`src/rtl/lcd_responder.sv`:
```
// HD44780-style LCD bus responder: DDRAM, address counter, busy flag, debug port. Optional LCD_RESP_INIT_CHECK_EN.
// Ops take effect on the cycle after E falls; BF is the only backpressure, and writes issued while busy are dropped and flagged in ERR.
module lcd_responder #(
   parameter int BUSY_CYC = 40,
   parameter int CLR_CYC  = 1600
) (
   input  logic       clk,
   input  logic       RST,
   input  logic       LCD_E,
   input  logic       LCD_RS,
   input  logic       LCD_RW,
   input  logic [7:0] LCD_DB_IN,
   output logic [7:0] LCD_DB_OUT,
   output logic       LCD_DB_OE,
   output logic       BF,
   input  logic [6:0] DBG_ADDR,
   output logic [7:0] DBG_DATA,
   output logic [5:0] DISP_CTRL,
   output logic       ERR
);

   localparam int MAXC = (CLR_CYC > BUSY_CYC) ? CLR_CYC : BUSY_CYC;
   localparam int CW   = $clog2(MAXC + 1);

   typedef enum logic [1:0] {IDLE, CLEAR, BUSY_WAIT} state_t;

   state_t        state_q, state_d;
   logic [CW-1:0] cnt_q, cnt_d;
   logic [6:0]    ac_q, ac_d;
   logic [6:0]    idx_q, idx_d;
   logic          id_q, id_d;
   logic [5:0]    ctrl_q, ctrl_d;
   logic          err_q, err_d;
   logic          e_q;

   logic [7:0]    mem [128];
   logic          mem_we;
   logic [6:0]    mem_wa;
   logic [7:0]    mem_wd;

   logic          busy, fall, wr, rd_data, uninit, reject;
   logic [6:0]    ac_step;

`ifdef LCD_RESP_INIT_CHECK_EN
   logic [1:0]    init_q, init_d;
   logic          fs_ok;
   assign uninit = (init_q != 2'd3);
   assign fs_ok  = ~LCD_RS & (LCD_DB_IN[7:4] == 4'h3);
   assign reject = busy | (uninit & ~fs_ok);
`else
   assign uninit = 1'b0;
   assign reject = busy;
`endif

   assign busy      = (cnt_q != '0);
   assign fall      = e_q & ~LCD_E;
   assign wr        = fall & ~LCD_RW;
   assign rd_data   = fall & LCD_RW & LCD_RS;
   assign ac_step   = id_q ? ac_q + 7'd1 : ac_q - 7'd1;

   assign BF         = busy | uninit;
   assign LCD_DB_OE  = LCD_E & LCD_RW;
   assign LCD_DB_OUT = LCD_RS ? mem[ac_q] : {BF, ac_q};
   assign DBG_DATA   = mem[DBG_ADDR];
   assign DISP_CTRL  = ctrl_q;
   assign ERR        = err_q;

   always_comb begin
      state_d = state_q;
      cnt_d   = busy ? cnt_q - CW'(1) : cnt_q;
      ac_d    = ac_q;
      idx_d   = idx_q;
      id_d    = id_q;
      ctrl_d  = ctrl_q;
      err_d   = err_q;
      mem_we  = 1'b0;
      mem_wa  = ac_q;
      mem_wd  = LCD_DB_IN;
`ifdef LCD_RESP_INIT_CHECK_EN
      init_d  = init_q;
`endif

      case (state_q)
         CLEAR: begin
            mem_we = 1'b1;
            mem_wa = idx_q;
            mem_wd = 8'h20;
            idx_d  = idx_q + 7'd1;
            if (idx_q == 7'h7F)
               state_d = (cnt_q <= CW'(1)) ? IDLE : BUSY_WAIT;
         end
         BUSY_WAIT: if (cnt_q <= CW'(1)) state_d = IDLE;
         default: ;
      endcase

      if (wr) begin
         if (reject) begin
            err_d = 1'b1;
         end else if (LCD_RS) begin
            mem_we  = 1'b1;
            ac_d    = ac_step;
            cnt_d   = CW'(BUSY_CYC);
            state_d = BUSY_WAIT;
         end else begin
            // Any accepted instruction except no-op/clear/home uses the short busy time
            cnt_d   = CW'(BUSY_CYC);
            state_d = BUSY_WAIT;
            casez (LCD_DB_IN)
               8'b1???????: ac_d = LCD_DB_IN[6:0];
               8'b01??????: ;
               8'b001?????: begin
                  ctrl_d[5:3] = LCD_DB_IN[4:2];
`ifdef LCD_RESP_INIT_CHECK_EN
                  if (uninit) init_d = init_q + 2'd1;
`endif
               end
               8'b0001????: if (!LCD_DB_IN[3]) ac_d = LCD_DB_IN[2] ? ac_q + 7'd1 : ac_q - 7'd1;
               8'b00001???: ctrl_d[2:0] = LCD_DB_IN[2:0];
               8'b000001??: id_d = LCD_DB_IN[1];
               8'b0000001?: begin
                  ac_d  = 7'd0;
                  cnt_d = CW'(CLR_CYC);
               end
               8'b00000001: begin
                  ac_d    = 7'd0;
                  id_d    = 1'b1;
                  idx_d   = 7'd0;
                  cnt_d   = CW'(CLR_CYC);
                  state_d = CLEAR;
               end
               default: begin
                  cnt_d   = cnt_q;
                  state_d = state_q;
               end
            endcase
         end
      end else if (rd_data) begin
         ac_d = ac_step;
      end
   end

   always_ff @(posedge clk or negedge RST) begin
      if (!RST) begin
         state_q <= IDLE;
         cnt_q   <= '0;
         ac_q    <= 7'd0;
         idx_q   <= 7'd0;
         id_q    <= 1'b1;
         ctrl_q  <= 6'd0;
         err_q   <= 1'b0;
         e_q     <= 1'b0;
`ifdef LCD_RESP_INIT_CHECK_EN
         init_q  <= 2'd0;
`endif
      end else begin
         state_q <= state_d;
         cnt_q   <= cnt_d;
         ac_q    <= ac_d;
         idx_q   <= idx_d;
         id_q    <= id_d;
         ctrl_q  <= ctrl_d;
         err_q   <= err_d;
         e_q     <= LCD_E;
`ifdef LCD_RESP_INIT_CHECK_EN
         init_q  <= init_d;
`endif
      end
   end

   // DDRAM is deliberately not reset so an aborted clear leaves partial contents
   always_ff @(posedge clk) begin
      if (mem_we) mem[mem_wa] <= mem_wd;
   end

endmodule

```
`config.mk`:
```
export PLATFORM = sky130hd
export DESIGN_NAME = lcd_responder
export DESIGN_NICKNAME = d
export VERILOG_FILES = /design/src/rtl/lcd_responder.sv
export SDC_FILE = /design/constraint.sdc
export NUM_CORES = 2
export LEC_CHECK = 0
export CELL_PAD_IN_SITES_DETAIL_PLACEMENT = 0
export CELL_PAD_IN_SITES_GLOBAL_PLACEMENT = 1
export CORE_MARGIN = 2
export CORE_UTILIZATION = 50
export DETAILED_ROUTE_END_ITERATION = 10
export PLACE_DENSITY = 0.79
export SLEW_MARGIN = 40
export SYNTH_ARGS = -nofsm -noshare
export SYNTH_HDL_FRONTEND = slang
export SYNTH_SLANG_ARGS = --single-unit
export TNS_END_PERCENT = 1
```
`constraint.sdc`:
```
create_clock -name clk -period 6 [get_ports clk]
set_clock_uncertainty 0.15 [all_clocks]
set_input_delay 0.6 -clock clk [delete_from_list [all_inputs] [get_ports clk]]
set_output_delay 0.6 -clock clk [all_outputs]
set_load 0.1 [all_outputs]
```
==> summary.md <==
| Metric | Value |
|---|---|
| Final slew viol count | 0 |
| Synth top area share | 0.609 |
| Min cycle time layout | approximately 5.6 ns |
| WP buf/inv | 3 |
| Met1 Use GR | 0.418 |
| Fraction of registers with async set/reset | 0.0340 |
| Rows | approximately 120 |
| Hold crit path type | input port to asynchronous set/reset pin |
| Synthesized Nets | between 2000 and 3000 |
| Max Cap Viol | 0 |
| Synth Cell Area | around 51000 µm² |
| Post-synthesis cell type count | 76 |
| Peak supply drop | roughly 400 µV |
| Max Clk Rate | about 0.18 GHz |
| Met3 Track Usage GR | 0.0713 |
| Count leader, synth | edfxtp_1 |
| Ports | 45 |
| Clock-pin slew on the worst setup and hold paths | ~0.06 ns |
| Die width | around 320 µm |
| Fraction of layout cells with a size suffix above 1 | 0.364 |
| Starting DRT DRC Count | between 4000 and 5000 |
| Leakage power | 18.2 nW |
| Type of destination of the critical path | output port |
| Routed WL | between 150000 and 200000 µm |
| Main synth FF type | edfxtp_1 |
| Cts bufs inserted | around 110 |
| # nets final | 2815 |
| Hold Violations, Final | 0 |
| Final worst slack | approximately 0.44 ns |
| H-Tree Depth | 3 |
| Crit path launch type | flop |
| Core Region | between 100000 and 150000 µm² |
| Post-DR wirelength/cell | between 30 and 40 µm |
| Sequential-to-total area share from yosys stat | 0.626 |
| Area growth syn-to-layout | 12.9% |
| Largest net degree at the start of global routing | a little over 100 |
| Crit path top cell by count | buf_4 |
| Drc violations | 0 |
| Crit. path cell count | 7 |
| CTS Sinks | roughly 1100 |
| Final setup viols | 0 |
| Root buffer cell | clkbuf_16 |
| GRT overflow | 0 |
| Die H | between 300 and 400 µm |
| Starting Density | 0.505 |
| Gr usage total | 0.299 |
| First-pass GRT wire length | 219000 µm |
| Number of global-route vias before repair | 29900 |
| Leading area contributor after synthesis | edfxtp_1 |
| R2R Path End | mem[36][4] |
| Main area contributors after synthesis | edfxtp_1 61%, mux4_2 25%, mux2i_1 2.2% |
| Vias | 29900 |
| Number of flops mapped to enable cells by yosys | around 1000 |
| CP Data Required Time | between 5 and 6 ns |
| Rel. slew slack | 0.369 |
| # fillers | 7367 |
| Worst setup path end | LCD_DB_OUT[7] |
| Hold_ws | 0.284 ns |
| CTS tree | yes |
| Clk Latency, worst-skew pair | ~0.7 ns |
| CP peak stage delay | 0.89 ns |
| Post-CTS Setup Bufs | 0 |
| Avg Synthesized Cell Area | 19.2 µm² |
| CP arrival | ~4.8 ns |
| Pwr/cell area | about 380 nW/µm² |
| Setup TNS after final layout | 0 ns |
| Synth Register Bits | approximately 1100 |
| RSZ-0062 raised after global routing | false |
| Cell count after synthesis | approximately 2600 |
| Outcome | finished clean |
| Post-DP HPWL | roughly 100000 µm |
| Delay-heaviest family, CP | buffers and inverters |
| CP startpoint | ac_q[2] |
| Die outline area | about 100000 µm² |
| Port bufs | 44 |
| GR peak layer | met2 |
| Via density | a little over 7 |
| Met2 Usage GRT | 0.457 |
| Cell Chain, Critical Path | clkinv_2 -> buf_4 -> mux2i_1 -> mux4_2 -> o2111a_1 -> a311oi_1 -> buf_4 |
| Slew at the pin closest to its max-slew limit | approximately 0.94 ns |
| Initial antenna violation count | 5 |
| Place WS | roughly 1.2 ns |
| Drt first pass iters | 6 |
| YS warnings | 0 |
| Post-DRT Antenna Nets | 0 |
| Worst path slowest cell | dfrtp_4 |
| Cells on worst reg2reg path | 7 |
| R2R Setup Slk | 1.53 ns |
| Routability Congestion | 0.934 |
| Clock tree buffer depth | 3 |
| Worst r2r src | ac_q[2] |
| Fin crit share | 0.926 |
| Worst-path fanout max | 38 |
| Setup CP Type | flop to output port |
| List of most frequent post-synthesis cells | 1024 x edfxtp_1, 570 x mux4_2, 190 x nor2_1, 111 x mux2i_1, 92 x nand2_1 |
==> registers in the layout (all words and copies together), names as in the netlist <==
signal,flops
e_q,1
state_q,2
id_q,1
cnt_q,11
mem,1024
ac_q,7
DISP_CTRL,6
ERR,1
idx_q,7
==> logic make-up (layout without fill, tap and decap cells) <==
logic type / after synthesis / after routing / share of synthesized area
buffers and inverters: 222 / 465 / 0.0206
adder cells (fa/ha/maj): 9 / 9 / 0.00223
multiplexers: 698 / 698 / 0.280
AND/OR/NAND/NOR: 412 / 412 / 0.0370
AO/OA/AOI/OAI: 222 / 222 / 0.0317
XOR/XNOR: 13 / 13 / 0.00225
flip-flops: 1060 / 1060 / 0.626
other: 0 / 2 / 0
==> worst min-delay path by stage <==
stage	from	to	cells past startpoint
2_1_floorplan	RST	DISP_CTRL[0]	0
3_3_place_gp	ERR	ERR	1
3_5_place_dp	ERR	ERR	1
4_1_cts	RST	ERR	2
5_1_grt	RST	DISP_CTRL[4]	2
6_report	RST	DISP_CTRL[4]	2
==> report_power, final <==
group,switching (W),internal (W)
Combinational,0.00392,0.00243
Sequential,0.000236,0.00816
Clock,0.00291,0.00379
==> layout make-up <==
class / instances / area [µm²] / share of cell area
Antenna cell: 2 / 5.00 / 0.0000877
Clock buffer: 127 / 2820 / 0.0494
Clock inverter: 77 / 669 / 0.0117
Inverter: 20 / 81.3 / 0.00143
Multi-Input combinational cell: 1354 / 18000 / 0.316
Sequential cell: 1060 / 31700 / 0.555
Tap cell: 1298 / 1620 / 0.0285
Timing Repair Buffer: 241 / 2170 / 0.0380
==> worst register-to-register path, stage by stage, from the launching register on <==
cell      delay (ns)
dfrtp_4         0.89
clkinv_2        0.63
buf_4           0.47
o32ai_1         0.62
nand3_1         0.52
buf_4           0.43
nor2_1          0.20
buf_4           0.24
==> cells in the final DEF, fill, tap and decap left out, drive strengths merged, types with 7 or more instances in the layout <==
cell / n
dfrtp: 35
mux2i: 111
a221oi: 20
a31oi: 12
bufinv: 10
clkinv: 55
xnor2: 7
nor2b: 19
buf: 228
a2111oi: 7
edfxtp: 1024
nor3: 19
ha: 9
nor4: 8
nor2: 191
nand2: 92
a22o: 7
a211oi: 10
mux4: 570
clkbuf: 127
clkinvlp: 7
nand4: 7
a22oi: 17
o21ai: 29
nand2b: 9
clkdlybuf4s50: 12
o22ai: 20
nand3: 32
a21oi: 36
mux2: 17
inv: 25
==> what timing repair did <==
item / CTS / global route
gates resized for setup: 0 / 0
hold buffers: 1 / 0
hold endpoints to repair: 35 / 0
==> layer usage <==
layer	up-vias	wire [µm]
li1	11600	-
met1	15800	55600
met2	2234	71100
met3	309	19200
met4	6	6620
met5	-	34
==> stage by stage <==
step                cells  utilization  area [µm²]  power, W
floorplan            2636            -       50500    0.0125
global placement     3964        0.532       53300    0.0146
detailed placement   3968        0.534       53400    0.0147
CTS                  4173        0.569       56900    0.0214
global route         4178        0.570       57100    0.0220
finish               4179        0.570       57100    0.0215
Power figures use the tool's default switching activity.
